File: config.mk
export PLATFORM = sky130hd
export DESIGN_NAME = hazard_ctrl
export DESIGN_NICKNAME = d
export VERILOG_FILES = /design/src/rtl/hazard_pkg.sv /design/src/rtl/hazard_ctrl_sat_counter.sv /design/src/rtl/hazard_ctrl.sv
export SDC_FILE = /design/constraint.sdc
export NUM_CORES = 1
export LEC_CHECK = 0
export CORE_ASPECT_RATIO = 2
export CORE_UTILIZATION = 23
export DETAILED_ROUTE_END_ITERATION = 16
export PLACE_DENSITY_LB_ADDON = 0.25
export SYNTH_ARGS = -nofsm -noshare
export SYNTH_HDL_FRONTEND = slang
export SYNTH_SLANG_ARGS = --single-unit
File: constraint.sdc
create_clock -name clk -period 6.6 [get_ports clk]
set_clock_uncertainty 0.15 [all_clocks]
set_input_delay 1.32 -clock clk [delete_from_list [all_inputs] [get_ports clk]]
set_output_delay 1.32 -clock clk [all_outputs]
set_load 0.01 [all_outputs]
File: src/rtl/hazard_pkg.sv
// Shared hazard-control definitions: FSM state encoding, default memory timeout
// and the load-use hazard predicate.
package hazard_pkg;

  typedef enum logic [1:0] {
    RUN     = 2'b00,
    MEMWAIT = 2'b01,
    HALT    = 2'b10
  } hz_state_t;

  localparam int MEM_TIMEOUT_DEF = 64;

  // A load in EX feeds a source the ID instruction actually reads; r0 is never a hazard.
  function automatic logic load_use(
    input logic       re_mem,
    input logic       we_rf,
    input logic [3:0] dst,
    input logic [3:0] p0,
    input logic [3:0] p1,
    input logic       p0_used,
    input logic       p1_used
  );
    return re_mem && we_rf && (dst != 4'h0) &&
           ((p0_used && (dst == p0)) || (p1_used && (dst == p1)));
  endfunction

endpackage

File: src/rtl/hazard_ctrl_sat_counter.sv
// Saturating up-counter: counts inc cycles and sticks at all-ones.
module sat_counter #(
  parameter int W = 16
) (
  input  logic         clk,
  input  logic         rst,
  input  logic         inc,
  output logic [W-1:0] q
);

  logic [W-1:0] q_reg;

  always_ff @(posedge clk or posedge rst) begin
    if (rst) begin
      q_reg <= '0;
    end else if (inc && (q_reg != {W{1'b1}})) begin
      q_reg <= q_reg + 1'b1;
    end
  end

  assign q = q_reg;

endmodule

File: src/rtl/hazard_ctrl.sv
// Pipeline hazard controller: memory-wait freeze with timeout, branch flush,
// load-use stall, halt, and saturating stall/flush performance counters.
module hazard_ctrl
  import hazard_pkg::*;
#(
  parameter int MEM_TIMEOUT = MEM_TIMEOUT_DEF,
  parameter int CNT_W       = 16
) (
  input  logic             clk,
  input  logic             rst,
  input  logic             re_mem_EX,
  input  logic             we_rf_EX,
  input  logic [3:0]       dst_addr_EX,
  input  logic [3:0]       p0_addr_ID,
  input  logic [3:0]       p1_addr_ID,
  input  logic             p0_used_ID,
  input  logic             p1_used_ID,
  input  logic             branch_taken_EX,
  input  logic             mem_busy,
  input  logic             hlt_WB,
  output logic             stall_PC,
  output logic             stall_IF_ID,
  output logic             stall_ID_EX,
  output logic             stall_EX_MEM,
  output logic             stall_MEM_WB,
  output logic             flush_IF_ID,
  output logic             flush_ID_EX,
  output logic             halted,
  output logic             err,
  output logic [CNT_W-1:0] stall_cnt,
  output logic [CNT_W-1:0] flush_cnt
);

  localparam int WAIT_W = $clog2(MEM_TIMEOUT + 1);
  localparam logic [WAIT_W-1:0] WAIT_LAST = WAIT_W'(MEM_TIMEOUT - 1);

  hz_state_t         state_reg, state_next;
  logic [WAIT_W-1:0] wait_cnt_reg, wait_cnt_next;
  logic              halted_reg, err_reg;
  logic              freeze, run_rules, timeout, lu_hit;
  logic [6:0]        ctl;  // {stall PC..MEM_WB, flush IF_ID, flush ID_EX}

  assign lu_hit = load_use(re_mem_EX, we_rf_EX, dst_addr_EX, p0_addr_ID, p1_addr_ID,
                           p0_used_ID, p1_used_ID);

  always_comb begin
    state_next    = state_reg;
    wait_cnt_next = wait_cnt_reg;
    freeze        = 1'b0;
    run_rules     = 1'b0;
    timeout       = 1'b0;
    ctl           = 7'b0;
    unique case (state_reg)
      RUN: begin
        if (mem_busy) begin
          freeze        = 1'b1;
          state_next    = MEMWAIT;
          // The entry cycle already counts as one busy cycle toward the timeout.
          wait_cnt_next = WAIT_W'(1);
        end else begin
          run_rules = 1'b1;
        end
      end
      MEMWAIT: begin
        if (mem_busy) begin
          freeze = 1'b1;
          if (wait_cnt_reg >= WAIT_LAST) begin
            timeout    = 1'b1;
            state_next = HALT;
          end else begin
            wait_cnt_next = wait_cnt_reg + 1'b1;
          end
        end else begin
          run_rules     = 1'b1;
          wait_cnt_next = '0;
          state_next    = RUN;
        end
      end
      HALT:    freeze = 1'b1;
      default: state_next = RUN;
    endcase

    if (freeze) begin
      ctl = 7'b11111_00;
    end else if (run_rules) begin
      if (branch_taken_EX) begin
        ctl = 7'b00000_11;
      end else if (lu_hit) begin
        ctl = 7'b11000_01;
      end
    end

    if (hlt_WB && (state_reg != HALT)) begin
      state_next = HALT;
    end
    if (rst) begin
      ctl = 7'b0;
    end
  end

  assign {stall_PC, stall_IF_ID, stall_ID_EX, stall_EX_MEM, stall_MEM_WB,
          flush_IF_ID, flush_ID_EX} = ctl;

  always_ff @(posedge clk or posedge rst) begin
    if (rst) begin
      state_reg    <= RUN;
      wait_cnt_reg <= '0;
      halted_reg   <= 1'b0;
      err_reg      <= 1'b0;
    end else begin
      state_reg    <= state_next;
      wait_cnt_reg <= wait_cnt_next;
      halted_reg   <= halted_reg | (state_next == HALT);
      err_reg      <= err_reg | timeout;
    end
  end

  assign halted = halted_reg;
  assign err    = err_reg;

  sat_counter #(.W(CNT_W)) u_stall_cnt (
    .clk (clk),
    .rst (rst),
    .inc (stall_PC),
    .q   (stall_cnt)
  );

  // Only a taken branch drives flush_IF_ID, so it marks exactly the branch flushes.
  sat_counter #(.W(CNT_W)) u_flush_cnt (
    .clk (clk),
    .rst (rst),
    .inc (flush_IF_ID),
    .q   (flush_cnt)
  );

endmodule

==> flow_results.org <==
** Layout
- For this run, the number of standard cells in the final layout without fillers is 414.
- After routing the design area is 0.003194 mm2.
- From synthesis to final layout, the design area changed by 39.51%.
- Layout net count :: 305
- Fraction of layout instances using a drive strength above 1 :: 8.865%
- The repair_antennas step left the layout with diodes totalling 0.
- Final Core Density :: 32.93%

** CTS
- In this run the deepest clock path goes through 2 buffers.
- Number of hold buffers added after CTS :: 0
- The tree built by TritonCTS fans out to 43 sinks.
- Post-cts sizing count :: 0
- CTS built an H-tree with a depth of 2.
- After clock tree synthesis, the clock-pin slew on the worst setup and hold paths is 0.06 ns.
- The root buffer cell chosen for the clock tree is clkbuf_16.
- Insertion delay of the later-clocked pin in the worst-skew pair :: 0.28 ns
- Buffers inserted during clock tree synthesis total 5.
- TritonCTS built the clock tree.
- Post-CTS timing repair inserted 0 buffers for setup.

** Detailed routing
- Total number of vias :: 1809
- DRC violation count after routing :: 0
- Dividing the detail-routed via count by the number of cells gives 4.370.
- The first detailed-routing pass ran for 4 iterations.
- Detailed Route WL :: 5372 um
- In this run the remaining antenna-violating nets after routing total 0.
- After detailed routing, the average wire length per cell comes to 12.98 um.
- DRC violation total after the first TritonRoute iteration :: 71

** Setup path
- Path depth of the worst reg2reg path :: 6
- The worst setup path is launched from an input port.
- At the worst endpoint, the required time is 5.13 ns.
- Internal reg-to-reg setup slack :: 4.32 ns
- Reg2Reg Launch Point :: u_stall_cnt.q[0]
- CP arrival :: 3.63 ns
- Crit Path Category :: in -> out
- Crit. End Element :: output port
- The worst register-to-register path ends at u_stall_cnt.q[15].
- Crit Path Max Fanout :: 15

** Place
- Placed instance area :: 0.003020 mm2
- Buffers placed on the I/O ports in this run total 61.
- # placed instances :: 406
- DPL Wire Length :: 4129 um
- Routability cong. :: 0.8119

** Hold path
- WHS Path Cells :: 1
- Hold WC Path Type :: reg -> reg
- Hold Crit Endpoint :: halted
- The startpoint identified for the worst hold timing path is halted.

** GRT
- Met1 track demand over resource :: 11.79%
- For met3 alone, demand over resource in global routing was 1.976%.
- The first global-routing pass estimated 9156 um of wire.
- The via count of the first global-routing pass is 1896.
- Global Route Usage Sum :: 11.26%
- After global routing the overflow that remains totals 0.
- For met2 alone, demand over resource in global routing was 21.25%.
- The initial antenna violation count came to 0.
- The global routing stage identified its most utilized layer as met2.
- Maximum number of pins on one net before global-route repair :: 32

** Pwr
- Pwr Density :: 233.6 mW/mm2
- Switching power of the nets :: 0.1886 mW
- Share of power burned in combinational logic :: 18.2%
- Leakage component of the power :: 1.322 nW
- The share of total power dissipated in sequential elements is 43.0%.
- The internal portion of the total power is 0.5576 mW.
- In this run, the clock network consumes 38.9% of the power.
- Switching fraction of total power :: 25.28%
- Across the VDD grid, the largest voltage drop is 194.9 uV.

** STA
- Hold Vio Cnt, Final :: 0
- Final worst path period need :: 5.097 ns
- Number of pins exceeding their max-slew limit in the final report :: 0
- Tcrit/Tclk final :: 77.23%
- For this run, the top clock speed supported by timing is 0.1962 GHz.
- For the pin with the worst max-slew slack, the measured transition is 0.5370 ns.
- The worst pin sits at a relative slew slack of 63.73%.
- After routing, the total negative slack on setup checks comes to 0 ns.
- Setup violation total in the final timing report :: 0
- Unrepaired setup endpoints after global routing :: false

** Synthesis
- Dominant synthesized flop cell :: dfrtp_1
- Counting every instance in the synthesized netlist gives 220.
- Syn Nets :: 244
- Synthesis inferred 43 register bits.
- The netlist uses 52 different library cells.
- Yosys printed 0 warnings.
- Counting flops with a built-in enable in the synthesized netlist gives 0.
- After synthesis, flip-flops and latches occupy 46.99% of the total area.
- The cell area that synthesis handed to floorplanning was 0.002290 mm2.
- A synthesized cell averages 10.41 um2.
- Proportion of synthesized flip-flops having asynchronous set or reset :: 100.0%

** Floorplan
- The die covers 0.01038 mm2.
- The region available for standard cell placement spans 0.009699 mm2.
- Top-Level Pins :: 62
- Floorplan die width :: 72.55 um
- In this run the vertical extent of the chip is 143.1 um.
- After floorplanning, the core was divided into 51 placement rows.
- The initial utilization of the core area, before any placement, comes to 23.61%.

** Run
- Count of maximum capacitance violations :: 0

** Status
- The run finished with clean final reports.
[worst max-delay path: stages]
cell and delay (ns):
clkdlybuf4s50_1 0.47, or4_1 0.56, nand4_1 0.12, o22ai_2 0.12
a21oi_4 0.44, inv_1 0.11, clkdlybuf4s50_1 0.49
[power by group through the flow]
stage	registers (mW)	clock network (mW)	logic, mW
floorplan	0.331	0	0.0548
global placement	0.326	0	0.136
detailed placement	0.327	0	0.138
CTS	0.322	0.301	0.138
global route	0.326	0.307	0.148
finish	0.321	0.290	0.135
[final cells by class]
type | count | area [um2]
clock inverter | 2 | 35.03
tap | 132 | 165.2
fill | 1022 | 6505
inverter | 7 | 26.28
multi-input combinational | 162 | 1135
timing repair buffer | 62 | 618.1
sequential | 43 | 1076
clock buffer | 6 | 138.9
[cell usage in the layout, fill, tap and decap left out, types with 2 or more instances in the layout]
cell type and n:
clkdlybuf4s50_1 61, dfrtp_1 43, nand2_1 21, xnor2_1 21, nand3_1 15, xor2_1 15
nor2_1 10, nand4_1 8, inv_1 7, o21ai_0 6, and2_1 5, nor3_1 5
clkbuf_16 5, and3_1 4, a21oi_1 4, and4_1 3, nor4_2 3, or2_2 3
ha_1 3, a41oi_1 2, o21bai_1 2, a31oi_1 2, nor4_1 2, mux2_1 2
[synth_stat cells, types with 2 or more instances]
cell / count / share of area (%)
xnor2_1: 21 / 8.0
a31oi_1: 2 / 0.55
a21oi_1: 4 / 0.87
or2_2: 3 / 0.82
and4_1: 3 / 1.1
nand2_1: 21 / 3.4
dfrtp_1: 43 / 47
nor4_1: 2 / 0.55
a41oi_1: 2 / 0.77
ha_1: 3 / 1.6
xor2_1: 15 / 5.7
buf_4: 3 / 0.98
o21bai_1: 2 / 0.66
and2_1: 5 / 1.4
nor2_1: 10 / 1.6
and3_1: 4 / 1.1
mux2_1: 2 / 0.98
inv_1: 7 / 1.1
o21ai_0: 6 / 1.3
nand4_1: 8 / 2.2
nand3_1: 15 / 3.3
buf_2: 3 / 0.66
nor4_2: 3 / 1.6
nor3_1: 5 / 1.1
[worst max path at each step]
stage	start	end	slack (ns)
6_report	dst_addr_EX[0]	stall_PC	1.50
5_1_grt	dst_addr_EX[0]	stall_PC	1.36
4_1_cts	dst_addr_EX[0]	stall_PC	1.49
3_5_place_dp	dst_addr_EX[0]	stall_PC	1.49
3_3_place_gp	dst_addr_EX[0]	stall_IF_ID	1.50
2_1_floorplan	dst_addr_EX[0]	stall_PC	2.46
[cell families (layout without fill, tap and decap cells)]
kind of cell	after synthesis	after routing	share of synthesized area, %
simple gates	92	92	23.33
flops	43	43	46.99
xor+xnor	36	36	13.77
compound gates	26	26	8.252
buf+inv	15	77	3.442
mux	5	5	2.568
fa+ha+maj	3	3	1.640
[metrics by stage]
step,power [mW],hold WS (ns),setup WS [ns]
floorplan,0.3854,0.3459,2.455
finish,0.7463,0.3341,1.503
CTS,0.7610,0.3381,1.487
detailed placement,0.4645,0.3174,1.491
global route,0.7821,0.3578,1.358
global placement,0.4621,0.3231,1.503
[per-layer routing]
layer  routed length, um  share of wire, %
met1                2096                39
met2                3023                56
met3                 144               2.7
met4                 108               2.0
met5                   0                 0
Note: power is estimated with default switching activity, not from simulation.
